## src/rtl/led_matrix_pkg.sv

```systemverilog
// Shared encodings for the LED matrix scan controller: FSM states, scan modes
// and the default dwell counter width.
package led_matrix_pkg;

    typedef enum logic [2:0] {
        IDLE      = 3'd0,
        DAC_START = 3'd1,
        DAC_WAIT  = 3'd2,
        DWELL     = 3'd3,
        ADVANCE   = 3'd4
    } scan_state_t;

    localparam logic MODE_RASTER     = 1'b0;
    localparam logic MODE_SERP       = 1'b1;
    localparam int   DWELL_W_DEFAULT = 16;

endpackage

```

## src/rtl/led_dwell_timer.sv

```systemverilog
// Loadable down-counter that sets the per-pixel dwell. It stops at zero and
// raises zero_o there. A load request takes priority over a decrement.
module led_dwell_timer
    import led_matrix_pkg::*;
#(
    parameter int DWELL_W = DWELL_W_DEFAULT
) (
    input  logic               clk_i,
    input  logic               rst_i,
    input  logic               load_i,
    input  logic [DWELL_W-1:0] load_val_i,
    input  logic               en_i,
    output logic               zero_o
);

    logic [DWELL_W-1:0] cnt_q;

    always_ff @(posedge clk_i) begin
        if (rst_i) begin
            cnt_q <= '0;
        end else if (load_i) begin
            cnt_q <= load_val_i;
        end else if (en_i && (cnt_q != '0)) begin
            cnt_q <= cnt_q - DWELL_W'(1);
        end
    end

    assign zero_o = (cnt_q == '0);

endmodule

```

## src/rtl/led_matrix_scan_ctrl.sv

```systemverilog
// Row/column scan controller for the bolometer LED matrix (raster or serpentine).
// Define LED_SCAN_LOOP_EN to add loop_i, which makes scans repeat until abort.
module led_matrix_scan_ctrl
    import led_matrix_pkg::*;
#(
    parameter int ROWS    = 4,
    parameter int COLS    = 4,
    parameter int DWELL_W = DWELL_W_DEFAULT,
    localparam int ROW_W  = (ROWS > 1) ? $clog2(ROWS) : 1,
    localparam int COL_W  = (COLS > 1) ? $clog2(COLS) : 1
) (
    input  logic               clk_i,
    input  logic               rst_i,
    input  logic               start_i,
    input  logic               abort_i,
    input  logic               mode_i,
    input  logic [DWELL_W-1:0] dwell_i,
`ifdef LED_SCAN_LOOP_EN
    input  logic               loop_i,
`endif
    input  logic               eodac_i,
    output logic               stdac_o,
    output logic               en_o,
    output logic [ROW_W-1:0]   row_o,
    output logic [COL_W-1:0]   col_o,
    output logic               busy_o,
    output logic               eos_o,
    output logic               done_o
);

    localparam logic [ROW_W-1:0] ROW_LAST = ROW_W'(ROWS - 1);
    localparam logic [COL_W-1:0] COL_LAST = COL_W'(COLS - 1);

    scan_state_t        state_q, state_d;
    logic [ROW_W-1:0]   row_q, row_d;
    logic [COL_W-1:0]   col_q, col_d;
    logic               done_q, done_d;
    logic               latch_cfg;
    logic               mode_q;
    logic [DWELL_W-1:0] dwell_q;
    logic               tmr_load, tmr_dec, tmr_zero;
    logic [DWELL_W-1:0] tmr_load_val;
    logic               row_reversed;
    logic [COL_W-1:0]   col_end, col_step, next_row_start;
    logic               last_pix;
`ifdef LED_SCAN_LOOP_EN
    logic               loop_q;
`endif

    // Odd rows run right-to-left only in serpentine mode.
    assign row_reversed   = (mode_q == MODE_SERP) && row_q[0];
    assign col_end        = row_reversed ? '0 : COL_LAST;
    assign col_step       = row_reversed ? (col_q - COL_W'(1)) : (col_q + COL_W'(1));
    assign next_row_start = ((mode_q == MODE_SERP) && !row_q[0]) ? COL_LAST : '0;
    assign last_pix       = (row_q == ROW_LAST) && (col_q == col_end);
    assign tmr_load_val   = (dwell_q == '0) ? '0 : (dwell_q - DWELL_W'(1));

    always_comb begin
        state_d   = state_q;
        row_d     = row_q;
        col_d     = col_q;
        done_d    = 1'b0;
        latch_cfg = 1'b0;
        tmr_load  = 1'b0;
        tmr_dec   = 1'b0;
        case (state_q)
            IDLE: begin
                if (start_i && !abort_i) begin
                    latch_cfg = 1'b1;
                    row_d     = '0;
                    col_d     = '0;
                    state_d   = DAC_START;
                end
            end
            DAC_START: state_d = DAC_WAIT;
            DAC_WAIT: begin
                if (eodac_i) begin
                    tmr_load = 1'b1;
                    state_d  = DWELL;
                end
            end
            DWELL: begin
                if (tmr_zero) state_d = ADVANCE;
                else          tmr_dec = 1'b1;
            end
            ADVANCE: begin
                if (last_pix) begin
                    done_d = 1'b1;
                    row_d  = '0;
                    col_d  = '0;
`ifdef LED_SCAN_LOOP_EN
                    state_d = loop_q ? DAC_START : IDLE;
`else
                    state_d = IDLE;
`endif
                end else if (col_q == col_end) begin
                    row_d   = row_q + ROW_W'(1);
                    col_d   = next_row_start;
                    state_d = DAC_START;
                end else begin
                    col_d    = col_step;
                    tmr_load = 1'b1;
                    state_d  = DWELL;
                end
            end
            default: begin
                row_d   = '0;
                col_d   = '0;
                state_d = IDLE;
            end
        endcase
        // Abort overrides everything decided above.
        if (abort_i && (state_q != IDLE)) begin
            state_d  = IDLE;
            row_d    = '0;
            col_d    = '0;
            done_d   = 1'b0;
            tmr_load = 1'b0;
            tmr_dec  = 1'b0;
        end
    end

    always_ff @(posedge clk_i) begin
        if (rst_i) begin
            state_q <= IDLE;
            row_q   <= '0;
            col_q   <= '0;
            done_q  <= 1'b0;
        end else begin
            state_q <= state_d;
            row_q   <= row_d;
            col_q   <= col_d;
            done_q  <= done_d;
        end
    end

    always_ff @(posedge clk_i) begin
        if (latch_cfg) begin
            mode_q  <= mode_i;
            dwell_q <= dwell_i;
`ifdef LED_SCAN_LOOP_EN
            loop_q  <= loop_i;
`endif
        end
    end

    led_dwell_timer #(
        .DWELL_W(DWELL_W)
    ) u_dwell_timer (
        .clk_i     (clk_i),
        .rst_i     (rst_i),
        .load_i    (tmr_load),
        .load_val_i(tmr_load_val),
        .en_i      (tmr_dec),
        .zero_o    (tmr_zero)
    );

    assign stdac_o = (state_q == DAC_START);
    assign en_o    = (state_q == DWELL);
    assign busy_o  = (state_q != IDLE);
    assign eos_o   = (state_q == IDLE);
    assign done_o  = done_q;
    assign row_o   = row_q;
    assign col_o   = col_q;

endmodule
```

## config.mk

```make
export PLATFORM = sky130hd
export DESIGN_NAME = led_matrix_scan_ctrl
export DESIGN_NICKNAME = d
export VERILOG_FILES = /design/src/rtl/led_matrix_pkg.sv /design/src/rtl/led_dwell_timer.sv /design/src/rtl/led_matrix_scan_ctrl.sv
export SDC_FILE = /design/constraint.sdc
export NUM_CORES = 1
export LEC_CHECK = 0
export BUFFER_PORTS_ARGS = -buffer_cell sky130_fd_sc_hd__clkbuf_2
export CORE_MARGIN = 2
export CORE_UTILIZATION = 58
export CTS_CLUSTER_DIAMETER = 150
export DETAILED_ROUTE_END_ITERATION = 8
export GPL_ROUTABILITY_DRIVEN = 0
export PLACE_DENSITY = 0.8
export RECOVER_POWER = 50
export SYNTH_ARGS = -nofsm -noshare
export SYNTH_HDL_FRONTEND = slang
export SYNTH_SLANG_ARGS = --single-unit
```

## constraint.sdc

```tcl
create_clock -name clk_i -period 2.68 [get_ports clk_i]
set_input_delay 0.536 -clock clk_i [delete_from_list [all_inputs] [get_ports clk_i]]
set_output_delay 0.536 -clock clk_i [all_outputs]
set_load 0.01 [all_outputs]
```

# Yosys cells after proc, flatten, opt, wreduce, memory -nomap -nowiden
# Index checks and enable logic that the tools add are counted.
[word_totals]
inputBits = 22
wordCells = 74
regBits = 41
[op_classes]
n_bitwise = 2
reduce_logical = 20
mux = 30
n_eq_ne = 10
addsub = 5
[op_table]
columns = ["cell", "count"]
rows = [
  ["16-bit 2-to-1 mux", 3],
  ["16-bit logical NOT", 2],
  ["16-bit by 1-bit subtractor with 16-bit output (second input constant)", 2],
  ["2-bit 2-to-1 mux", 10],
  ["16-bit nonzero test", 1],
  ["3-bit case mux with 5 select lines", 1],
  ["2-bit case mux with 3 select lines", 2],
  ["1-bit 2-to-1 mux", 10],
  ["3-bit 2-to-1 mux", 3],
  ["3-bit by 2-bit equality test with 1-bit output (second input constant)", 2],
  ["1-bit logical AND", 6],
  ["3-bit AND reduction", 2],
  ["3-bit OR reduction", 2],
  ["2-bit by 1-bit adder with 2-bit output (second input constant)", 2],
  ["2-bit by 1-bit inequality test with 1-bit output (second input constant)", 2],
  ["3-bit by 1-bit equality test with 1-bit output (second input constant)", 1],
  ["3-bit equality test (second input constant)", 1],
  ["3-bit logical NOT", 1],
  ["3-bit inequality test (second input constant)", 1],
  ["3-bit nonzero test", 1],
  ["2-bit equality test", 1],
  ["2-bit equality test (second input constant)", 1],
  ["1-bit logical NOT", 2],
  ["2-bit inequality test (second input constant)", 1],
  ["6 further kinds", 7],
]

# Depth between registers and ports, before layout
[depth]
ltp_word = 8
ltp_mapped = 8
mapped_depth_nobuf = 7

# Hierarchy
# Synthesis repeated with hierarchy kept, for this count alone.
[unflattened]
hier_cells = 256
area_unflattened_um2 = 2347.3
[modules_own_cells]
columns = ["module", "cells_per_inst", "area_per_inst_um2", "n_inst"]
rows = [
  ["led_matrix_scan_ctrl", 142, 1402.6, 1],
  ["led_dwell_timer", 114, 944.7, 1],
]

# Worst setup path before layout
# No wires, ideal clock.
[synth_path]
path_type = "reg-to-reg"
from = "register state_q[1]"
to = "register u_dwell_timer.cnt_q[14]"
stages_incl_launch_ff = 9
path_slack_ps = 636
n_path_buf = 3
arrival_time_ps = 1912
period_less_slack_ps = 2044
cell_sequence = "dfxtp_1 -> buf_6 -> or3b_4 -> buf_6 -> a2111oi_4 -> nor2_4 -> buf_6 -> a211oi_2 -> o32ai_1"
[synth_via]
elab_chain_cells = 5
elab_cells_between_ends = 12
[synth_lines]
columns = ["element", "line_no", "rtl"]
rows = [
  ["start: declaration", "led_matrix_scan_ctrl.sv:34", "scan_state_t state_q, state_d;"],
  ["start signal: assignment", "led_matrix_scan_ctrl.sv:130", "state_q <= state_d;"],
  ["3-bit by 2-bit equality test with 1-bit output / 3-bit nonzero test (equally long branches)", "led_matrix_scan_ctrl.sv:66, led_matrix_scan_ctrl.sv:113", ""],
  ["1-bit 2-to-1 mux / 1-bit logical AND (equally long branches)", "led_matrix_scan_ctrl.sv:66, led_matrix_scan_ctrl.sv:113", ""],
  ["1-bit 2-to-1 mux", "led_matrix_scan_ctrl.sv:113", "if (abort_i && (state_q != IDLE)) begin"],
  ["1-bit logical AND", "led_dwell_timer.sv:23", "end else if (en_i && (cnt_q != '0)) begin"],
  ["2-bit nonzero test (no line)", "n/a", ""],
  ["end signal: assignment", "led_dwell_timer.sv:22", "cnt_q <= load_val_i;"],
  ["end signal: assignment", "led_dwell_timer.sv:24", "cnt_q <= cnt_q - DWELL_W'(1);"],
  ["end: declaration", "led_dwell_timer.sv:16", "logic [DWELL_W-1:0] cnt_q;"],
]
# Parallel ways exist; a longest one is shown, timed or not.
# A chain may end at the register's enable or synchronous reset.

# Final worst setup path
[layout_path]
from = "register u_dwell_timer.cnt_q[0]"
to = "register u_dwell_timer.cnt_q[10]"
[layout_via]
elab_chain_cells = 6
elab_cells_between_ends = 10
[layout_lines]
columns = ["element"]
rows = [
  ["parallel branches: the longest is 6 deep, another holds 16-bit by 1-bit subtractor with 16-bit output"],
]
# Several ways; the timed one is not identified. The select of a mux whose other input is x is not followed.

==> results_dict.tcl <==
set metrics [dict create \
    cp-end-kind "flip-flop" \
    synth_cell_types 54 \
    grt_pass1_wl_mm 9.58 \
    place_ws_ns 0.332 \
    num-nets-final 337 \
    grt_pass1_vias 2044 \
    tns_ns 0 \
    htreeDepth 2 \
    yosysTopAreaCellShare_pct 20.0 \
    p_leak_nw 1.07 \
    grt_max_degree 19 \
    die_area_um2 4940 \
    async_flop_share_pct 0 \
    multi_input_area_um2 1410 \
    antenna_found_initial 0 \
    rsz0062_at_grt "false" \
    p_clk_share_pct 30.7 \
    wl_per_cell_um 15.8 \
    yosys.area.top_type "edfxtp_1" \
    postCtsHoldBufs 0 \
    crit_fanout 12 \
    drtIter0Drc 285 \
    cts_resized 0 \
    ys.flop_type "dfxtp_1" \
    seqPwrFrac_pct 42.8 \
    firstDrtPassIters 6 \
    maxSlewViolCount 0 \
    cts_root_buf "clkbuf_8" \
    p_sw_w 0.000505 \
    finClkSkew_ns 0.0141 \
    netSwitchingFraction_pct 29.9 \
    seqCellArea_um2 991 \
    drcViolationCount 0 \
    hold_class "input port to flip-flop" \
    post-route-period-util_pct 92.9 \
    relSlewSlack_pct 29.9 \
    synth_nets 306 \
    fin_util_pct 66.3 \
    clk_pin_slew_ns 0.09 \
    grt_overflow 0 \
    initial_core_util_pct 59.4 \
    synth-seq-cells 41 \
    drtAntennaViolNets 0 \
    syn_to_final_growth_pct 11.7 \
    cts_tree "yes" \
    synth_common_cells "27 x nand2_1, 24 x dfxtp_1, 17 x edfxtp_1, 16 x inv_1" \
    placementRows 24 \
    clock_path_buffers 2 \
    maxCapViolations 0 \
    synth.top_cells.by_area "edfxtp_1 20%, dfxtp_1 19%, nand2_1 4.0%, xnor2_1 3.8%, a21oi_1 2.9%" \
    comb_power_share_pct 26.5 \
    holdWs_ns 0.417 \
    postCtsSetupRepairBufs 0 \
    cts.sinks 41 \
    finalHoldViolCount 0 \
    numCtsBuffers 5 \
    status "finished, final reports clean" \
    clock_latency_ns 0.30 \
    yosysWarnings 0 \
    finalSetupViolations 0 \
    max_freq_mhz 402 \
    p_int_w 0.00119 \
    io_pins 31 \
    via_count 2354 \
    drive_gt1_share_pct 17.3 \
    core-area_um2 4290 \
    grt.total_usage_pct 24.2 \
    worst_slack_ns 0.191 \
    cp-start-kind "flip-flop" \
    max-vdd-ir-drop_v 0.000398 \
    final.fill_count 338 \
    ys_seq_area_share_pct 38.9 \
    critPathKind "flip-flop to flip-flop" \
    die_h_um 70.3 \
    syn_area_um2 2550 \
    worst_pin_slew_ns 1.05 \
    diodes 0 \
    powerDensity_nw_per_um2 593 \
    drt-vias-per-instance 6.47 \
    cp.arrival_ns 2.69 \
    dpl.hpwl_mm 4.10 \
    port_buffers 30 \
    dieWidth_um 70.3 \
    syn_inst 280 \
    drt-total-wl_mm 5.75 \
    syn_avg_cell_area_um2 9.10 \
    synth_most_common_cell "nand2_1" \
    worstPathRequired_ns 2.88 \
    finalCriticalPeriod_ns 2.49 \
    synth_edf_count 17 \
]
-- cell usage in the layout (no fill, tap or decap), types with 4 or more instances in the layout --
cell      netlist  layout
xnor2_1        11      11
a211oi_1        4       4
inv_1          16      16
edfxtp_1       17      17
clkbuf_8        0       6
a21oi_1        15      15
dfxtp_1        24      24
a31oi_1         6       6
clkbuf_1        8       7
nor3_1         14      14
nand3_1        12      12
nor2_1         15      15
clkbuf_2        0      25
nor3b_1         5       5
o21ai_0         7       7
nor4_1          7       7
nand4_1         6       6
nand2_1        27      27
ha_1            4       4
a311oi_1        6       6
or3_1           5       5
buf_4           0       8
o32ai_1         8       8
-- worst max-delay path, cell delays in order, from the launching register on --
cell,delay [ns]
dfxtp_1,0.35
inv_1,0.10
ha_1,0.20
nor3b_1,0.14
and4_1,0.22
o211ai_1,0.83
nand3_1,0.21
o32ai_1,0.35
-- worst paths after layout --
| check | from | to | slack [ns] | cells after the start |
|---|---|---|---|---|
| worst min-delay path | dwell_i[10] | dwell_q[10] | 0.42 | 1 |
| worst max-delay path | u_dwell_timer.cnt_q[0] | u_dwell_timer.cnt_q[10] | 0.19 | 7 |
| worst max register to register | u_dwell_timer.cnt_q[0] | u_dwell_timer.cnt_q[10] | 0.19 | 7 |
| worst min register to register | row_o[1] | row_o[1] | 0.48 | 2 |
-- layer usage --
| metal | track usage (%) | wire length, um |
|---|---|---|
| met5 | 0 | 0 |
| met3 | 5.63 | 472 |
| met1 | 33.6 | 2520 |
| met2 | 37.4 | 2660 |
| met4 | 7.91 | 100 |
-- power groups by stage --
stage / clock network (W) / registers (W) / logic [W]
floorplan: 0 / 0.000724 / 0.000337
global placement: 0 / 0.000734 / 0.000428
detailed placement: 0 / 0.000736 / 0.000430
CTS: 0.000523 / 0.000722 / 0.000437
global route: 0.000544 / 0.000730 / 0.000495
finish: 0.000518 / 0.000724 / 0.000448
-- cells by family (layout without fill, tap and decap cells) --
logic type | count (synthesis) | after routing | synth area share, %
fa+ha+maj | 4 | 4 | 1.96
buf+inv | 31 | 63 | 5.89
compound gates | 71 | 71 | 22.0
xor+xnor | 13 | 13 | 4.47
mux | 1 | 1 | 0.442
simple gates | 119 | 119 | 26.4
flops | 41 | 41 | 38.9
-- area by class of cell --
cell class / count / share of cell area, %
multi-input cells: 208 / 49.4
flip-flops and latches: 41 / 34.8
repair buffers: 39 / 7.29
well taps: 52 / 2.28
clock buffers: 7 / 3.03
inverters: 16 / 2.11
clock inverters: 1 / 1.05
-- state kept, by name, summed over array words and instances, names as in the netlist --
register             flops
done_o                   1
dwell_q                 16
col_o                    2
u_dwell_timer.cnt_q     16
state_q                  3
mode_q                   1
row_o                    2
-- through the flow --
| stage | power [W] | instances | area [um^2] |
|---|---|---|---|
| after floorplan | 0.00106 | 280 | 2550 |
| after global placement | 0.00116 | 356 | 2740 |
| after detailed placement | 0.00117 | 356 | 2740 |
| after CTS | 0.00168 | 364 | 2860 |
| after global routing | 0.00177 | 364 | 2850 |
| final | 0.00169 | 364 | 2850 |
Note: power is estimated with default switching activity, not from simulation.
